## config.mk

```make
export PLATFORM = sky130hd
export DESIGN_NAME = program_encoder_loader
export DESIGN_NICKNAME = d
export VERILOG_FILES = /design/src/rtl/program_encoder_loader.sv
export SDC_FILE = /design/constraint.sdc
export NUM_CORES = 1
export LEC_CHECK = 0
export BUFFER_PORTS_ARGS = -buffer_cell sky130_fd_sc_hd__buf_2
export CELL_PAD_IN_SITES_DETAIL_PLACEMENT = 1
export CELL_PAD_IN_SITES_GLOBAL_PLACEMENT = 1
export CORE_MARGIN = 5
export CORE_UTILIZATION = 29
export DETAILED_ROUTE_END_ITERATION = 10
export GPL_TIMING_DRIVEN = 0
export PLACE_DENSITY_LB_ADDON = 0.1
export REMOVE_ABC_BUFFERS = 1
export SLEW_MARGIN = 20
export SYNTH_ARGS = -nofsm -noshare
export SYNTH_HDL_FRONTEND = slang
export SYNTH_SLANG_ARGS = --single-unit
```

## constraint.sdc

```tcl
create_clock -name clk -period 1.6 [get_ports clk]
set_clock_uncertainty 0.2 [all_clocks]
set_input_delay 0.32 -clock clk [delete_from_list [all_inputs] [get_ports clk]]
set_output_delay 0.32 -clock clk [all_outputs]
set_load 0.03 [all_outputs]
```

## src/rtl/program_encoder_loader.sv

```systemverilog
// program_encoder_loader
//
// Sequential MIPS instruction encoder and program-memory loader. A load
// session starts with a one-cycle Start pulse that captures the first word
// address and the number of field bundles to accept. Each accepted bundle is
// packed into a 32-bit MIPS word using the same opcode/funct values the
// control unit decodes. The word is then presented as a one-cycle write to
// consecutive instruction-memory locations. Bundles with an illegal Kind are
// consumed without a write and raise a sticky Error flag.
//
// Ports:
//   clk           in   rising-edge clock
//   reset         in   synchronous, active-low reset
//   Start         in   one-cycle request to begin a load session (ignored while Busy)
//   Base_Address  in   first word address, sampled on Start
//   Length        in   number of bundles to accept, sampled on Start
//   In_Valid      in   field bundle valid
//   In_Ready      out  a bundle can be accepted this cycle
//   Kind          in   0=R,1=ADDI,2=ORI,3=ANDI,4=LUI,5=LW,6=SW,7=BEQ,8=BNE,
//                      9=J,10=JAL,11=JR,12..15 illegal
//   Rs/Rt/Rd/Shamt in  register and shift fields
//   Funct         in   funct field (R-type only)
//   Immediate     in   I-type immediate
//   Target        in   J-type target
//   Mem_Write     out  one-cycle write strobe to instruction memory
//   Mem_Address   out  word address (holds when Mem_Write=0)
//   Mem_Data      out  encoded instruction (holds when Mem_Write=0)
//   Busy          out  session in progress (cycle after Start through DRAIN)
//   Done          out  one-cycle end-of-session pulse, aligned with the last write
//   Error         out  sticky illegal-Kind flag, cleared by the next Start

module program_encoder_loader #(
    parameter int MEMORY_DEPTH = 64,
    parameter int ADDR_WIDTH   = 6
) (
    input  logic                  clk,
    input  logic                  reset,
    input  logic                  Start,
    input  logic [ADDR_WIDTH-1:0] Base_Address,
    input  logic [ADDR_WIDTH:0]   Length,
    input  logic                  In_Valid,
    output logic                  In_Ready,
    input  logic [3:0]            Kind,
    input  logic [4:0]            Rs,
    input  logic [4:0]            Rt,
    input  logic [4:0]            Rd,
    input  logic [4:0]            Shamt,
    input  logic [5:0]            Funct,
    input  logic [15:0]           Immediate,
    input  logic [25:0]           Target,
    output logic                  Mem_Write,
    output logic [ADDR_WIDTH-1:0] Mem_Address,
    output logic [31:0]           Mem_Data,
    output logic                  Busy,
    output logic                  Done,
    output logic                  Error
);

    // ------------------------------------------------------------------
    // Bundle kinds as presented on the Kind input
    // ------------------------------------------------------------------
    localparam logic [3:0] KIND_RTYPE = 4'd0;
    localparam logic [3:0] KIND_ADDI  = 4'd1;
    localparam logic [3:0] KIND_ORI   = 4'd2;
    localparam logic [3:0] KIND_ANDI  = 4'd3;
    localparam logic [3:0] KIND_LUI   = 4'd4;
    localparam logic [3:0] KIND_LW    = 4'd5;
    localparam logic [3:0] KIND_SW    = 4'd6;
    localparam logic [3:0] KIND_BEQ   = 4'd7;
    localparam logic [3:0] KIND_BNE   = 4'd8;
    localparam logic [3:0] KIND_J     = 4'd9;
    localparam logic [3:0] KIND_JAL   = 4'd10;
    localparam logic [3:0] KIND_JR    = 4'd11;

    // ------------------------------------------------------------------
    // Opcode / funct values shared with the control unit decoder
    // ------------------------------------------------------------------
    localparam logic [5:0] OP_SPECIAL = 6'h00;
    localparam logic [5:0] OP_ADDI    = 6'h08;
    localparam logic [5:0] OP_ORI     = 6'h0d;
    localparam logic [5:0] OP_ANDI    = 6'h0c;
    localparam logic [5:0] OP_LUI     = 6'h0f;
    localparam logic [5:0] OP_LW      = 6'h23;
    localparam logic [5:0] OP_SW      = 6'h2b;
    localparam logic [5:0] OP_BEQ     = 6'h04;
    localparam logic [5:0] OP_BNE     = 6'h05;
    localparam logic [5:0] OP_J       = 6'h02;
    localparam logic [5:0] OP_JAL     = 6'h03;
    localparam logic [5:0] FUNCT_JR   = 6'h08;

    localparam logic [ADDR_WIDTH-1:0] LAST_ADDRESS = ADDR_WIDTH'(MEMORY_DEPTH - 1);
    localparam logic [ADDR_WIDTH:0]   ONE_LEFT     = (ADDR_WIDTH + 1)'(1);

    typedef enum logic [1:0] {
        IDLE,
        RUN,
        DRAIN
    } loaderStateT;

    loaderStateT           state;
    loaderStateT           nextState;
    logic                  startSession;
    logic                  transfer;
    logic                  kindLegal;
    logic [31:0]           encodedWord;
    logic [ADDR_WIDTH-1:0] addrCount;
    logic [ADDR_WIDTH-1:0] addrCountNext;
    logic [ADDR_WIDTH:0]   remaining;

    // ------------------------------------------------------------------
    // FSM: state register
    // ------------------------------------------------------------------
    // NOTE: clocked state uses non-blocking (<=) so every register samples
    // the pre-edge value of every other register, independent of block order.
    always_ff @(posedge clk) begin
        if (!reset) begin
            state <= IDLE;
        end else begin
            state <= nextState;
        end
    end

    // ------------------------------------------------------------------
    // FSM: next state and Moore-style status outputs
    // ------------------------------------------------------------------
    // NOTE: every signal written here gets a default first, so no path
    // leaves one unassigned and no latch is inferred.
    always_comb begin
        nextState    = state;
        startSession = 1'b0;
        In_Ready     = 1'b0;
        Busy         = 1'b0;
        Done         = 1'b0;
        unique case (state)
            IDLE: begin
                if (Start) begin
                    startSession = 1'b1;
                    nextState    = (Length == '0) ? DRAIN : RUN;
                end
            end
            RUN: begin
                In_Ready = 1'b1;
                Busy     = 1'b1;
                // The final bundle moves us on; the stage register still
                // holds its word, which is presented during DRAIN.
                if (In_Valid && (remaining == ONE_LEFT)) begin
                    nextState = DRAIN;
                end
            end
            DRAIN: begin
                Busy      = 1'b1;
                Done      = 1'b1;
                nextState = IDLE;
            end
            default: begin
                nextState = IDLE;
            end
        endcase
    end

    assign transfer = In_Valid & In_Ready;

    // ------------------------------------------------------------------
    // Instruction packing
    // ------------------------------------------------------------------
    always_comb begin
        encodedWord = '0;
        kindLegal   = 1'b1;
        case (Kind)
            KIND_RTYPE: encodedWord = {OP_SPECIAL, Rs, Rt, Rd, Shamt, Funct};
            KIND_ADDI:  encodedWord = {OP_ADDI, Rs, Rt, Immediate};
            KIND_ORI:   encodedWord = {OP_ORI,  Rs, Rt, Immediate};
            KIND_ANDI:  encodedWord = {OP_ANDI, Rs, Rt, Immediate};
            // LUI has no source register; the Rs input is deliberately dropped.
            KIND_LUI:   encodedWord = {OP_LUI, 5'b0, Rt, Immediate};
            KIND_LW:    encodedWord = {OP_LW,  Rs, Rt, Immediate};
            KIND_SW:    encodedWord = {OP_SW,  Rs, Rt, Immediate};
            KIND_BEQ:   encodedWord = {OP_BEQ, Rs, Rt, Immediate};
            KIND_BNE:   encodedWord = {OP_BNE, Rs, Rt, Immediate};
            KIND_J:     encodedWord = {OP_J,   Target};
            KIND_JAL:   encodedWord = {OP_JAL, Target};
            KIND_JR:    encodedWord = {OP_SPECIAL, Rs, 15'b0, FUNCT_JR};
            default:    kindLegal   = 1'b0;
        endcase
    end

    // Word address wraps at the memory depth, which need not be a power of two.
    assign addrCountNext = (addrCount == LAST_ADDRESS) ? '0 : addrCount + 1'b1;

    // ------------------------------------------------------------------
    // Session counters
    // ------------------------------------------------------------------
    // NOTE: these two counters carry no reset: they are always loaded by
    // Start before RUN reads them, and reset forces IDLE, so stale values
    // are never observed.
    always_ff @(posedge clk) begin
        if (startSession) begin
            addrCount <= Base_Address;
            remaining <= Length;
        end else if (transfer) begin
            remaining <= remaining - 1'b1;
            // Illegal bundles consume a Length slot but not an address.
            if (kindLegal) begin
                addrCount <= addrCountNext;
            end
        end
    end

    // ------------------------------------------------------------------
    // Stage register (memory write port) and sticky error
    // ------------------------------------------------------------------
    always_ff @(posedge clk) begin
        if (!reset) begin
            Mem_Write   <= 1'b0;
            Mem_Address <= '0;
            Mem_Data    <= '0;
            Error       <= 1'b0;
        end else begin
            Mem_Write <= transfer & kindLegal;
            // Address and data hold between writes so the memory side
            // sees a stable bus.
            if (transfer && kindLegal) begin
                Mem_Address <= addrCount;
                Mem_Data    <= encodedWord;
            end
            if (startSession) begin
                Error <= 1'b0;
            end else if (transfer && !kindLegal) begin
                Error <= 1'b1;
            end
        end
    end

endmodule

```

---- Word-level counts from Yosys, hierarchy flattened ----
Cells that the tools add are included.
cells by class
  $add $sub $neg .......................... 2
  eq/ne operators ......................... 17
  mux-type cells .......................... 17
  bitwise logic cells ..................... 3
  reduce and logical (&&, ||, !) cells .... 14
operators by type and width
  operator                                                             number
  32-bit case mux with 12 select lines                                 1
  6-bit two-way mux                                                    4
  4-bit by 3-bit == test with 1-bit output (second input constant)     4
  4-bit == test (second input constant)                                4
  7-bit two-way mux                                                    2
  12-bit OR reduction                                                  1
  4-bit by 2-bit == test with 1-bit output (second input constant)     2
  7-bit by 1-bit == test with 1-bit output (second input constant)     1
  7-bit logical NOT                                                    1
  7-bit by 1-bit subtractor with 7-bit output (second input constant)  1
  6-bit by 1-bit adder with 6-bit output (second input constant)       1
  6-bit == test (second input constant)                                1
  1-bit two-way mux                                                    6
  2-bit two-way mux                                                    3
  4-bit by 1-bit == test with 1-bit output (second input constant)     1
  4-bit logical NOT                                                    1
  2-bit inequality test (second input constant)                        2
  2-bit case mux with 2 select lines                                   1
  2-bit AND reduction                                                  2
  2-bit nonzero test                                                   2
  2-bit OR reduction                                                   2
  1-bit logical AND                                                    3
  1-bit AND                                                            2
  2-bit by 1-bit == test with 1-bit output (second input constant)     1
  other kinds (4)                                                      4
storage, ports and cells
  register bits after elaboration ......... 55
  bits of input ports ..................... 89
  output and inout bits ................... 43

---- Logic depth before layout (Yosys ltp) ----
  depth after elaboration ................. 6
  gate-level depth with buffers ........... 7
  mapped depth without buffers ............ 6

---- Worst setup path before layout ----
OpenSTA, ideal clock, no wires.
  path type ............................... register to register
  from .................................... reg state[1]
  to ...................................... reg Mem_Data[10]
  library setup time ...................... 0.070 ns
  arrival time ............................ 1.694 ns
  path slack .............................. -0.364 ns
  cell stages (with the launch flop) ...... 8
  path buffers ............................ 1
  cell sequence ........................... dfxtp_1 inv_1 ha_1 nand2_1 a21oi_2 clkbuf_1 o21ai_0 a21oi_1
between the ends
  longest elaborated chain between the ends .. 4
RTL lines
  what                                      line  source
  from (decl)                               100   loaderStateT state;
  from (signal assigned)                    119   state <= nextState;
  2-bit by 1-bit == test with 1-bit output  134   unique case (state)
  1-bit two-way mux                         134
  via In_Ready                              42    output logic In_Ready,
  1-bit AND                                 161   assign transfer = In_Valid & In_Ready;
  1-bit logical AND                         222   if (transfer && kindLegal) begin
  to (signal assigned)                      224   Mem_Data <= encodedWord;
  to (decl)                                 53    output logic [31:0] Mem_Data,
The timed path passes the listed nets, and every way through them passes these cells.
A chain may end at the register's enable or synchronous reset.

---- Worst setup path in the final report ----
  from .................................... reg remaining[3]
  to ...................................... reg remaining[5], data pin
between the ends
  longest elaborated chain between the ends .. 3
RTL lines
  what                                         line  source
  from (decl)                                  108   logic [ADDR_WIDTH:0] remaining;
  from (signal assigned)                       199   remaining <= Length;
  from (signal assigned)                       201   remaining <= remaining - 1'b1;
  7-bit by 1-bit subtractor with 7-bit output  201
  7-bit two-way mux                            200   end else if (transfer) begin
  7-bit two-way mux                            197   if (startSession) begin
Every way passes these cells. The select of a mux whose other input is x is not followed.

==> summary.md <==
| Metric | Value |
|---|---|
| Status | `finished, violations left` |
| Failing checks | `negative setup slack` |
| Post-route DRC | `0` |
| VDD IR-drop max | `between 400 and 500 µV` |
| I/O Buffers | `130` |
| Async S/R FF share, synth | `0` |
| Crit path largest cell delay | `~0.56 ns` |
| Slew of the pin with the lowest slew margin | `about 0.65 ns` |
| Setup ws final | `-0.141 ns` |
| Height of the die | `106 µm` |
| Post-Synthesis Cells | `roughly 300` |
| Starting Density | `0.292` |
| Post-synth top flop | `dfxtp_1` |
| Max-cap violations | `0` |
| Fin. max-slew vios | `0` |
| CTS Buf Count | `5` |
| Top cell type's share of synthesized area | `0.309` |
| Syn avg cell area | `a little under 9 µm²` |
| Final period utilization | `1.09` |
| CP endpoint | `remaining[5]` |
| Die area | `0.0112 mm²` |
| Synth area leaders | `dfxtp_1 (31%), edfxtp_1 (15%), a221oi_1 (8.6%)` |
| Area leader, netlist | `dfxtp_1` |
| H-tree depth | `2` |
| Core Util, Final | `0.480` |
| CTS tree | `built` |
| Final Power | `between 4 and 5 mW` |
| Vias | `just under 3000` |
| Fmax | `~0.57 GHz` |
| Post-layout min period | `between 1.5 and 2 ns` |
| Total gr overflow | `0` |
| CP Cell Sequence | `or4_4 -> nor2_4 -> xnor2_2 -> a21oi_2` |
| Final hold slack | `between 0.03 and 0.04 ns` |
| Initial antenna violation count | `0` |
| YS warnings | `0` |
| Non-Filler Instances | `576` |
| Unique masters post-synth | `a little over 40` |
| Worst Setup Start Kind | `flip-flop` |
| Worst R2R Path Depth | `4` |
| First-pass GRT wire length | `roughly 16 mm` |
| Via/cell ratio | `approximately 5.1` |
| Placed Cells incl. Taps | `roughly 520` |
| Required @ worst endpoint | `about 1.5 ns` |
| Share of cells above drive strength 1 | `0.557` |
| Final hold violations | `0` |
| Worst-path clk slew | `around 0.10 ns` |
| Initial drt markers | `75` |
| Clock latency on the worst-skew pair | `between 0.3 and 0.4 ns` |
| Placer Congestion | `between 0.7 and 0.8` |
| Area grow syn2layout | `64.4%` |
| Most common cell in the synthesized netlist | `nand2_1` |
| RSZ-0062 raised after global routing | `true` |
| Placed Area | `0.00339 mm²` |
| Core Area | `~0.0091 mm²` |
| Critical path class | `flip-flop to flip-flop` |
| FF-to-FF setup slack | `-0.14 ns` |
| Worst slack at placement | `-0.859 ns` |
| Post-DP HPWL | `6.37 mm` |
| Drt first pass iters | `4` |
| All-Layer GR Usage | `0.180` |
| Post-Route WL | `between 10 and 15 mm` |
| Pleak | `between 1.5 and 2 nW` |
| Vias in the first global route | `3044` |
| Wire length per cell | `about 18 µm` |
| Seq/Total Area, Yosys | `0.455` |
| Nets | `between 500 and 600` |
| Setup crit start | `remaining[3]` |
| Worst path slowest cell | `or4_4` |
| Fin area | `0.00437 mm²` |
| Pwr/cell area | `between 900 and 1000 mW/mm²` |
| Largest net degree at the start of global routing | `43` |
| Clk buf depth | `2` |
| Hold crit path type | `input port to flip-flop` |
| Root buffer cell | `clkbuf_8` |
| Ant diodes | `0` |
| Slew headroom | `0.566` |
| Endpoints failing setup | `26` |
| Setup TNS | `-0.696 ns` |
| Sink Count | `54` |
| Cell Rows | `35` |
| Post-synthesis cell area | `0.00266 mm²` |
| CP endpoint kind | `flip-flop` |
| R2r endpoint | `remaining[5]` |
| Reg2reg start | `remaining[3]` |
| CP Max Fanout | `3` |
| Commonest cells in the synthesized netlist | `nand2_1 (43), dfxtp_1 (41), o21ai_0 (35)` |
| Post-DRT Antenna Nets | `0` |
| Cts hold-fix bufs | `0` |
| FF+latch count, synth | `54` |
| Post-synth EDFFs | `13` |
| Crit path DAT | `between 1.5 and 2 ns` |
| Die Wd | `about 110 µm` |
| Ports | `between 100 and 150` |
==> report_power, final <==
group | switching (mW) | internal (mW) | total, mW
combinational | 0.875 | 0.724 | 1.60
clock | 0.481 | 0.399 | 0.880
sequential | 0.146 | 1.61 | 1.76
total | 1.50 | 2.74 | 4.24
==> worst max-delay path, delay by kind of cell, from the launching register on <==
kind	cells	cell delay, ns
and+or+nand+nor	2	0.68
DFF	1	0.45
xor gates and xnor gates	1	0.12
AOI/OAI and AO/OA	1	0.06
==> cells in the final DEF, fill, tap and decap left out, types with 3 or more instances in the layout <==
cell      netlist  routed
buf_2           7     125
dfxtp_1        41      39
nand2_1        43      36
buf_4           4      29
nor2_1         26      25
o21ai_2         0      24
a21oi_1        29      23
a221oi_1       26      21
edfxtp_1       13      13
buf_6           0       8
o21ai_0        35       7
nand3_1         6       6
a21oi_2         1       6
nand2_4         0       5
a221oi_2        0       5
a21boi_1        0       5
clkbuf_8        0       5
buf_12          0       5
ha_4            0       4
xor2_1          3       3
xnor2_1         6       3
inv_4           0       3
nor3_1          3       3
o21ai_4         0       3
a21boi_2        1       3
==> worst min path at each step <==
stage,endpoint,cells after the start,start
2_1_floorplan,Mem_Write,1,reset
3_3_place_gp,Mem_Address[5],2,Mem_Address[5]
3_5_place_dp,Mem_Data[27],2,Mem_Data[27]
4_1_cts,Mem_Data[9],3,Immediate[9]
5_1_grt,Mem_Data[12],3,Immediate[12]
6_report,Mem_Data[7],3,Immediate[7]
==> logic make-up after synthesis <==
kind of cell	Yosys count	synth area share
flip-flops	54	0.455
XOR/XNOR	9	0.0296
multiplexers	1	0.00423
other	1	0.00141
AO/OA/AOI/OAI	112	0.279
AND/OR/NAND/NOR	91	0.154
buffers and inverters	28	0.0485
adder cells (fa/ha/maj)	6	0.0282
==> per-layer routing <==
metal	part of all wire	wire length [µm]	GRT usage	vias up
met5	0	0	0	-
met3	0.071	740	0.0551	5
met2	0.50	5200	0.304	90
li1	-	-	-	1445
met1	0.42	4340	0.226	1406
met4	0.0078	81	0.0361	0
==> state kept, by name, indices dropped and copies added, names as in the netlist <==
signal       flops
Mem_Data        31
addrCount        6
Mem_Address      6
Error            1
Mem_Write        1
state            2
remaining        7
==> repair_timing <==
action,4_1_cts,5_1_grt
resized for setup,67,82
setup endpoints to repair,70,63
cloned,6,1
pin swaps,12,27
buffers inserted,26,15
==> cell type report <==
class / count / area, µm²
tap: 111 / 139
clock inverter: 2 / 10.0
clock buffer: 6 / 93.8
inverter: 7 / 33.8
timing repair buffer: 172 / 1120
sequential: 54 / 1220
fill: 1076 / 4740
multi-input combinational: 224 / 1760
Power figures use the tool's default switching activity.
